==> src/rtl/branch_resolve_unit.sv <==
// Branch resolution: mispredict detection, one-cycle flush/redirect, and a BTB update queue.
// Optional performance counters are compiled in when BRU_PERF_CTR_EN is defined.
module branch_resolve_unit #(
  parameter int ADDR_WIDTH = 32,
  parameter int FIFO_DEPTH = 4
) (
  input  logic                  clk,
  input  logic                  rst,
  input  logic                  ex_valid,
  input  logic [ADDR_WIDTH-1:0] ex_pc,
  input  logic                  ex_taken,
  input  logic [ADDR_WIDTH-1:0] ex_target,
  input  logic                  ex_pred_taken,
  input  logic [ADDR_WIDTH-1:0] ex_pred_target,
  output logic                  flush,
  output logic [ADDR_WIDTH-1:0] redirect_pc,
  output logic                  update_valid,
  output logic [ADDR_WIDTH-1:0] update_pc,
  output logic [ADDR_WIDTH-1:0] target_pc,
  input  logic                  update_ready,
  output logic [31:0]           branch_count,
  output logic [31:0]           mispredict_count,
  output logic [31:0]           drop_count
);

  localparam int IDX_W = $clog2(FIFO_DEPTH);
  localparam int PTR_W = IDX_W + 1;

  logic                  target_wrong;
  logic                  mispredict;
  logic                  enqueue;
  logic [ADDR_WIDTH-1:0] correct_pc;

  logic [PTR_W-1:0]      wr_ptr;
  logic [PTR_W-1:0]      rd_ptr;
  logic [ADDR_WIDTH-1:0] fifo_pc  [FIFO_DEPTH];
  logic [ADDR_WIDTH-1:0] fifo_tgt [FIFO_DEPTH];
  logic                  empty;
  logic                  full;
  logic                  pop;
  logic                  push;

  always_comb begin
    target_wrong = ex_taken && ex_pred_taken && (ex_target != ex_pred_target);
    mispredict   = ex_valid && ((ex_taken != ex_pred_taken) || target_wrong);
    enqueue      = ex_valid && ex_taken && (!ex_pred_taken || (ex_target != ex_pred_target));
    correct_pc   = ex_taken ? ex_target : (ex_pc + ADDR_WIDTH'(4));
  end

  always_ff @(posedge clk or negedge rst) begin
    if (!rst) begin
      flush       <= 1'b0;
      redirect_pc <= '0;
    end else begin
      flush <= mispredict;
      if (mispredict) redirect_pc <= correct_pc;
    end
  end

  // Extra pointer MSB distinguishes full (MSBs differ) from empty (pointers equal).
  always_comb begin
    empty = (wr_ptr == rd_ptr);
    full  = (wr_ptr[IDX_W-1:0] == rd_ptr[IDX_W-1:0]) && (wr_ptr[PTR_W-1] != rd_ptr[PTR_W-1]);
    pop   = !empty && update_ready;
    push  = enqueue && (!full || pop);
  end

  always_ff @(posedge clk or negedge rst) begin
    if (!rst) begin
      wr_ptr <= '0;
      rd_ptr <= '0;
    end else begin
      if (push) wr_ptr <= wr_ptr + PTR_W'(1);
      if (pop)  rd_ptr <= rd_ptr + PTR_W'(1);
    end
  end

  // Storage needs no reset; the pointers alone define which entries are live.
  always_ff @(posedge clk) begin
    if (push) begin
      fifo_pc[wr_ptr[IDX_W-1:0]]  <= ex_pc;
      fifo_tgt[wr_ptr[IDX_W-1:0]] <= ex_target;
    end
  end

  always_comb begin
    update_valid = !empty;
    update_pc    = empty ? '0 : fifo_pc[rd_ptr[IDX_W-1:0]];
    target_pc    = empty ? '0 : fifo_tgt[rd_ptr[IDX_W-1:0]];
  end

`ifdef BRU_PERF_CTR_EN
  logic drop;

  always_comb begin
    drop = enqueue && full && !pop;
  end

  // All counters saturate rather than wrap.
  always_ff @(posedge clk or negedge rst) begin
    if (!rst) begin
      branch_count     <= '0;
      mispredict_count <= '0;
      drop_count       <= '0;
    end else begin
      if (ex_valid && (branch_count != 32'hFFFF_FFFF))
        branch_count <= branch_count + 32'd1;
      if (mispredict && (mispredict_count != 32'hFFFF_FFFF))
        mispredict_count <= mispredict_count + 32'd1;
      if (drop && (drop_count != 32'hFFFF_FFFF))
        drop_count <= drop_count + 32'd1;
    end
  end
`else
  assign branch_count     = '0;
  assign mispredict_count = '0;
  assign drop_count       = '0;
`endif

endmodule

==> config.mk <==
export PLATFORM = sky130hd
export DESIGN_NAME = branch_resolve_unit
export DESIGN_NICKNAME = d
export VERILOG_FILES = /design/src/rtl/branch_resolve_unit.sv
export SDC_FILE = /design/constraint.sdc
export NUM_CORES = 1
export LEC_CHECK = 0
export BUFFER_PORTS_ARGS = -buffer_cell sky130_fd_sc_hd__clkbuf_2
export CAP_MARGIN = 10
export CORE_ASPECT_RATIO = 0.75
export CORE_MARGIN = 4
export CORE_UTILIZATION = 61
export CTS_BUF_LIST = sky130_fd_sc_hd__clkbuf_8
export CTS_CLUSTER_SIZE = 16
export DETAILED_ROUTE_END_ITERATION = 12
export PLACE_DENSITY = 0.95
export SYNTH_ARGS = -nofsm -noshare
export SYNTH_HDL_FRONTEND = slang
export SYNTH_SLANG_ARGS = --single-unit
==> constraint.sdc <==
create_clock -name clk -period 5.5 [get_ports clk]
set_input_delay 1.1 -clock clk [delete_from_list [all_inputs] [get_ports clk]]
set_output_delay 1.1 -clock clk [all_outputs]
set_load 0.02 [all_outputs]
==> results of run 1 <==
-- worst max-delay path, cell delays in order, from the launching register on --
cell and delay (ns):
dfrtp_4 0.75, buf_4 0.81, mux4_2 0.60, nor2b_1 0.18, clkbuf_2 0.22
-- power groups by stage --
stage / combinational, uW / clock [uW] / sequential (uW)
after floorplan: 2030 / 0 / 2920
after global placement: 2850 / 0 / 2920
after detailed placement: 2910 / 0 / 2940
after CTS: 2920 / 1830 / 2900
after global routing: 3090 / 1940 / 2930
final: 2890 / 1810 / 2900
-- registers in the layout, summed over array words and instances (netlist names) --
register     count
fifo_pc        128
redirect_pc     32
fifo_tgt       128
flush            1
wr_ptr           3
rd_ptr           3
-- metal layers --
layer  wire [um]  part of all wire
met5          11           0.00035
met4         443             0.014
met3        3324              0.11
met2       15240              0.49
met1       11990              0.39
-- cells in the final DEF (no fill, tap or decap), types with 2 or more instances in the layout --
cell	Yosys	layout
edfxtp_1	256	256
clkbuf_2	0	199
conb_1	1	96
mux4_2	64	64
nor2b_1	64	64
clkbuf_8	0	55
xnor2_1	48	48
nand2_1	41	41
dfrtp_1	39	37
mux2_4	29	29
o21ai_0	27	27
inv_1	6	23
xor2_1	19	19
nand4_1	14	14
nand3_1	13	13
buf_4	96	10
mux2_2	9	9
ha_1	7	7
nor2_1	6	6
and2_2	0	3
and3_1	4	3
clkinv_2	0	3
clkinv_1	0	3
nor4_2	2	2
nand4_2	2	2
nor4_4	2	2
bufinv_16	0	2
-- final timing paths --
kind | startpoint | endpoint | slack (ns) | depth (start not counted)
max | rd_ptr[0]$_DFFE_PN0P_ | target_pc[31] | 1.26 | 4
min | redirect_pc[14]$_DFFE_PN0P_ | redirect_pc[14]$_DFFE_PN0P_ | 0.51 | 1
max reg2reg | rd_ptr[0]$_DFFE_PN0P_ | fifo_tgt[2][17]$_DFFE_PP_ | 2.07 | 6
min in group asynchronous | rst | redirect_pc[3]$_DFFE_PN0P_ | 0.62 | 2
max in group asynchronous | rst | rd_ptr[0]$_DFFE_PN0P_ | 4.41 | 2
min reg2reg | redirect_pc[14]$_DFFE_PN0P_ | redirect_pc[14]$_DFFE_PN0P_ | 0.51 | 1
-- layout make-up --
type | instances | area, um2 | share of cell area
Timing Repair Buffer | 209 | 1071 | 0.07084
Clock inverter | 25 | 150.1 | 0.009930
Inverter | 6 | 22.52 | 0.001490
Sequential cell | 295 | 8668 | 0.5733
Tap cell | 288 | 360.3 | 0.02383
Multi-Input combinational cell | 460 | 4090 | 0.2705
Clock buffer | 55 | 757.0 | 0.05007
-- per-stage QoR --
step	setup WS, ns	instance area [um2]	power [uW]	hold slack, ns	util
after floorplan	1.740	13670	4953	0.4619	-
after global placement	1.578	14210	5779	0.4760	0.6674
after detailed placement	1.459	14210	5847	0.4978	0.6674
after CTS	1.165	15120	7651	0.5105	0.7100
after global routing	0.9916	15120	7958	0.5120	0.7100
final	1.260	15120	7597	0.5114	0.7100
-- cell families after synthesis --
group                      synth area share
and+or+nand+nor                     0.06767
adders and majority gates          0.006579
other                             0.0002817
xor gates and xnor gates            0.04408
AOI/OAI and AO/OA                   0.01260
DFF                                  0.6508
buffers and inverters               0.06937
muxes                                0.1486
==> results.toml, run 1 <==
[clocking]
numCtsBuffers = 44
cts_resized = 0
cts_hold_buf = 0
cts_buffer_depth = 3
cts_tree = "done"
h-tree-depth = 2
cts.clk_slew.worst_paths_ns = 0.06
cts_sinks = 295
root_buffer = "clkbuf_8"
postCtsSetupBuffers = 0
insertion_delay_ns = 0.54

[routing]
wl_um = 31010
via_per_inst = 5.608
drtPass1Iterations = 5
drt_iter0_drc = 815
antenna_left = 0
vias = 7503
routedWlPerCell_um = 23.18
drc_errors = 0

[synth]
yosysSeqAreaShare = 0.6508
synth_async_sr_flop_share = 0.1322
synth_area_per_cell_um2 = 16.79
yosys.area.top_type = "edfxtp_1"
synth_edf_count = 256
synthFlopType = "edfxtp_1"
ys_top_cells_by_count = "edfxtp_1, buf_4, mux4_2, nor2b_1, xnor2_1"
synthMostInstantiatedCell = "edfxtp_1"
synth_cells = 793
synthTopCellsByArea = "edfxtp_1, mux4_2, dfrtp_1"
synth_area_um2 = 13310
synth_top_cell_area_share = 0.5775
yosysWarnings = 0
synth-seq-cells = 295
synth.distinct_cells = 36

[timing]
final_hold_viol_count = 0
rsz0062_at_grt = "no"
period_minus_slack_ns = 4.240
report.final.slew_viol_count = 0
setup_viol = 0
finalClockSkew_ns = 0.01575
tightest_slew_ns = 1.178
slew_headroom = 0.2146
fmax_mhz = 235.8
timing.final.crit_share = 0.7710
setup-tns-final_ns = 0

[power_and_ir_drop]
vdd_drop_max_mv = 0.3601
clkPwrFrac = 0.238
pwr-share-comb = 0.381
leakagePower_uw = 0.005811
seq_power_share = 0.381
p_per_area_nw_per_um2 = 502.5
p_sw_frac = 0.3603
internal-power_uw = 4860
power_switching_uw = 2737

[layout]
stdcell_count = 1338
n_antenna_cell = 0
fin_nets = 1125
syn_to_final_growth_pct = 13.58
fillers = 1370
drive_gt1_frac = 0.3676

[global_routing]
use_met2 = 0.4089
grt_pass1_vias = 7616
globalRoute.busiestLayer = "met2"
overflow = 0
grt_max_degree = 67
antenna_found_initial = 2
met3_usage = 0.07562
grtUsageMet1 = 0.3624
grt_usage = 0.2578
grt_pass1_wl_um = 46200

[hold_path]
hold_path_class = "reg2reg"

[critical_path]
crit_path_end_kind = "primary output"
cp.required_ns = 4.40
path_class = "reg2out"
cp.arrival_ns = 3.14
startpoint_type = "flop"
critical_path.max_fanout = 44

[floorplan]
start_util = 0.6251
die_area_um2 = 24270
io_pins = 296
core-area_um2 = 21300
die_h_um = 135.9
fp.dieW_um = 178.6
rows = 46

[placed_design]
gp_congestion = 0.8369
post-place-cells = 1258
hpwl_um = 20950
io_buffer_count = 199

[run_status]
status = "completed"

[flow_run]
max-cap-violations = 0
Power figures use the tool's default switching activity.
==> inputs of run 2 (changes only) <==
Settings changed: CORE_UTILIZATION 61 to 51, PLACE_DENSITY 0.95 to 0.89.
Clock period 5.5 ns to 3.5 ns, I/O delays scaled along.
==> results.toml, run 2 (synthesis results as in run 1) <==
[layout]
drive_gt1_frac = 0.3637
fillers = 1941
final_cell_mix = "edfxtp_1, clkbuf_2, conb_1"
fin_nets = 1129
n_antenna_cell = 0
syn_to_final_growth_pct = 14.03
final_common_cell = "edfxtp_1"

[timing]
tightest_slew_ns = 1.168
slew_headroom = 0.2210
final_hold_viol_count = 0
rsz0062_at_grt = "no"
setup_viol = 0
timing.final.crit_share = 0.9173
setup-tns-final_ns = 0
fmax_mhz = 311.5
report.final.slew_viol_count = 0
finalClockSkew_ns = 0.01572
period_minus_slack_ns = 3.210

[floorplan]
start_util = 0.5254
io_pins = 296
fp.dieW_um = 194.6
die_area_um2 = 28780
rows = 50
core-area_um2 = 25340
die_h_um = 147.9

[clocking]
insertion_delay_ns = 0.54
cts_tree = "done"
numCtsBuffers = 44
cts_sinks = 295
h-tree-depth = 2
cts_hold_buf = 0
cts.clk_slew.worst_paths_ns = 0.07
root_buffer = "clkbuf_8"
postCtsSetupBuffers = 0
cts_resized = 0
cts_buffer_depth = 3

[critical_path]
path_class = "reg2out"
worst_r2r_endpoint = "fifo_pc[3][17]$_DFFE_PP_"
critical_path.max_fanout = 18
critPathBufInv = 2
cp.arrival_ns = 2.51
cp-endpoint = "update_pc[6]"
slowest_delay_ns = 0.59
crit_start = "rd_ptr[0]$_DFFE_PN0P_"
cp_slowest_cell = "dfrtp_4"
r2r_setup_slack_ns = 1.00
cp.depth = 5
reg2reg_depth = 5
timing.rr.start = "rd_ptr[0]$_DFFE_PN0P_"
cp.required_ns = 2.80
startpoint_type = "flop"
cp_top_family = "simple AND/OR/NAND/NOR gates"
crit_path_end_kind = "primary output"
path_cells = "xnor2_1 > and3_2 > buf_4 > nor2b_1 > clkbuf_2"

[power_and_ir_drop]
fin_total_pwr_uw = 11900
leakagePower_uw = 0.005814
vdd_drop_max_mv = 0.6148
p_per_area_nw_per_um2 = 783.8

[routing]
drtPass1Iterations = 4
antenna_left = 0
vias = 7454
drt_iter0_drc = 769
drc_errors = 0
routedWlPerCell_um = 22.53
wl_um = 31350
via_per_inst = 5.359

[global_routing]
overflow = 0
grt_usage = 0.2137
grt_max_degree = 67
grt_pass1_vias = 7412
grt_pass1_wl_um = 46420
antenna_found_initial = 0

[placed_design]
hpwl_um = 21470
io_buffer_count = 199
gp_congestion = 0.8070

[run_status]
status = "completed"

[hold_path]
hold_path_class = "in2async"

[flow_run]
max-cap-violations = 0
run 2: cell count changes in the layout (fill, tap and decap cells not counted):
cell      before  now
clkbuf_8      55   48
buf_4         10   11
inv_6          0    1
clkinv_2       3    2
buf_12         0    3
inv_1         23   26
clkinv_1       3    6
run 2: area by class of cell:
cell class                      count  area [um2]  area share
Clock buffer                       48       660.6     0.04352
Clock inverter                     31       176.4     0.01162
Inverter                            6       22.52    0.001484
Multi-Input combinational cell    460        4090      0.2695
Sequential cell                   295        8668      0.5710
Tap cell                          338       422.9     0.02786
Timing Repair Buffer              213        1139     0.07501
run 2: metrics by stage:
step / instances / instance area (um2) / worst slack [ns] / hold slack [ns] / util
after floorplan: 888 / 13670 / 0.1400 / 0.4044 / -
after global placement: 1312 / 14340 / 0.3956 / 0.4750 / 0.5661
after detailed placement: 1312 / 14340 / 0.4158 / 0.4764 / 0.5661
after CTS: 1391 / 15180 / 0.2465 / 0.3674 / 0.5991
after global routing: 1391 / 15180 / 0.1483 / 0.3942 / 0.5991
final: 1391 / 15180 / 0.2896 / 0.3373 / 0.5991
run 2: power breakdown:
part           leakage, uW  internal [uW]  switching [uW]
logic              0.00252           1840            2850
clock network     0.000502           1410            1280
registers          0.00279           4300             209
total              0.00581           7550            4350
run 2: per-layer routing:
layer | vias to the layer above | GRT usage | share of wire
met5 | - | 0 | 0
met4 | 0 | 0.04322 | 0.015
met3 | 42 | 0.04899 | 0.099
met2 | 391 | 0.3348 | 0.47
met1 | 3785 | 0.3134 | 0.41
li1 | 3236 | - | -
run 2: worst min-delay path by stage:
stage | depth (start not counted) | to | startpoint | slack, ns
after floorplan | 0 | flush$_DFF_PN0_ | rst | 0.40
after global placement | 1 | wr_ptr[2]$_DFFE_PN0P_ | wr_ptr[2]$_DFFE_PN0P_ | 0.48
after detailed placement | 1 | wr_ptr[2]$_DFFE_PN0P_ | wr_ptr[2]$_DFFE_PN0P_ | 0.48
after CTS | 1 | flush$_DFF_PN0_ | rst | 0.37
after global routing | 1 | fifo_pc[2][31]$_DFFE_PP_ | ex_pc[31] | 0.39
final | 1 | redirect_pc[7]$_DFFE_PN0P_ | rst | 0.34
==> inputs of run 3 (changes only) <==
Settings changed: CELL_PAD_IN_SITES_DETAIL_PLACEMENT from default to 1, CELL_PAD_IN_SITES_GLOBAL_PLACEMENT from default to 1, CORE_UTILIZATION 51 to 42, HOLD_SLACK_MARGIN from default to 0.08, PLACE_DENSITY 0.89 to 0.88, REMOVE_ABC_BUFFERS from default to 1.
==> results.toml, run 3 (synthesis results as in run 1) <==
[layout]
n_antenna_cell = 0
syn_to_final_growth_pct = 15.05
fin_nets = 1128
stdcell_count = 1463
drive_gt1_frac = 0.3737
utilization = 0.4901
final_cell_mix = "edfxtp_1, clkbuf_2, conb_1"
fillers = 3113
final_common_cell = "edfxtp_1"

[critical_path]
reg2reg_depth = 5
cp.required_ns = 2.80
startpoint_type = "flop"
worst_r2r_endpoint = "fifo_pc[1][22]$_DFFE_PP_"
cp-endpoint = "target_pc[18]"
timing.rr.start = "rd_ptr[0]$_DFFE_PN0P_"
path_class = "reg2out"
r2r_setup_slack_ns = 0.86
cp.arrival_ns = 2.49
critical_path.max_fanout = 66
crit_path_end_kind = "primary output"
crit_start = "rd_ptr[0]$_DFFE_PN0P_"

[timing]
final_hold_viol_count = 0
whs_ns = 0.1637
setup_viol = 0
period_minus_slack_ns = 3.186
fmax_mhz = 313.9
timing.final.crit_share = 0.9103
slew_headroom = 0.2792
tightest_slew_ns = 1.081
finalClockSkew_ns = 0.02332
report.final.slew_viol_count = 0
setup-tns-final_ns = 0
rsz0062_at_grt = "no"

[clocking]
numCtsBuffers = 46
h-tree-depth = 2
cts_hold_buf = 0
cts_resized = 0
cts_buffer_depth = 3
cts_tree = "done"
root_buffer = "clkbuf_8"
cts_sinks = 295
postCtsSetupBuffers = 0
insertion_delay_ns = 0.57
cts.clk_slew.worst_paths_ns = 0.07

[routing]
vias = 7330
drtPass1Iterations = 4
antenna_left = 0
drc_errors = 0
wl_um = 33490
via_per_inst = 5.010
drt_iter0_drc = 474
routedWlPerCell_um = 22.89

[floorplan]
die_area_um2 = 34640
rows = 56
core-area_um2 = 31250
start_util = 0.4260
fp.dieW_um = 213.6
die_h_um = 162.2
io_pins = 296

[placed_design]
io_buffer_count = 199
post-place-cells = 1377
hpwl_um = 21840
gp_congestion = 0.7208

[hold_path]
hold_path_class = "in2async"

[global_routing]
overflow = 0
antenna_found_initial = 2
grt_max_degree = 67
grt_pass1_wl_um = 49300
grt_usage = 0.1905
grt_pass1_vias = 7953

[power_and_ir_drop]
leakagePower_uw = 0.005817
p_per_area_nw_per_um2 = 788.7
vdd_drop_max_mv = 0.4008

[run_status]
status = "completed"

[flow_run]
max-cap-violations = 0
-- run 3: layer usage --
metal,routed length (um),global-route usage,vias up
li1,-,-,3238
met3,2632,0.04460,59
met5,27,0,-
met1,14500,0.2731,3739
met2,15670,0.2977,290
met4,664,0.04798,4
-- run 3: worst max-delay path, cell delays in order (launching register included) --
cell      delay (ns)
dfrtp_4         0.43
buf_12          0.41
mux4_2          0.58
nor2b_1         0.17
clkbuf_2        0.19
-- run 3: power breakdown --
part / switching, uW / internal [uW]
Sequential: 169 / 4310
Clock: 1360 / 1490
Combinational: 2930 / 1810
Total: 4460 / 7620
-- run 3: worst min path at each step --
stage	start	to	cells after the start
finish	rst	redirect_pc[27]$_DFFE_PN0P_	1
floorplan	rst	flush$_DFF_PN0_	0
global route	rst	redirect_pc[31]$_DFFE_PN0P_	1
global placement	wr_ptr[2]$_DFFE_PN0P_	wr_ptr[2]$_DFFE_PN0P_	1
CTS	rst	redirect_pc[31]$_DFFE_PN0P_	1
detailed placement	rd_ptr[2]$_DFFE_PN0P_	rd_ptr[2]$_DFFE_PN0P_	1
-- run 3: metrics by stage --
step	instance area [um2]	setup WS, ns	power, uW
2_1_floorplan	12770	-1.968	7703
3_3_place_gp	14400	0.2526	9314
3_5_place_dp	14400	0.1267	9395
4_1_cts	15310	0.2722	12280
5_1_grt	15310	0.1399	12720
6_report	15310	0.3140	12080
-- run 3: area by class of cell --
| class | instances | area, um2 | area share |
|---|---|---|---|
| sequential | 295 | 8671 | 0.5662 |
| multi-input combinational | 460 | 4094 | 0.2673 |
| timing repair buffer | 210 | 1104 | 0.07206 |
| clock buffer | 58 | 798.3 | 0.05212 |
| tap | 406 | 508.0 | 0.03317 |
| clock inverter | 28 | 117.6 | 0.007680 |
| inverter | 6 | 22.52 | 0.001471 |
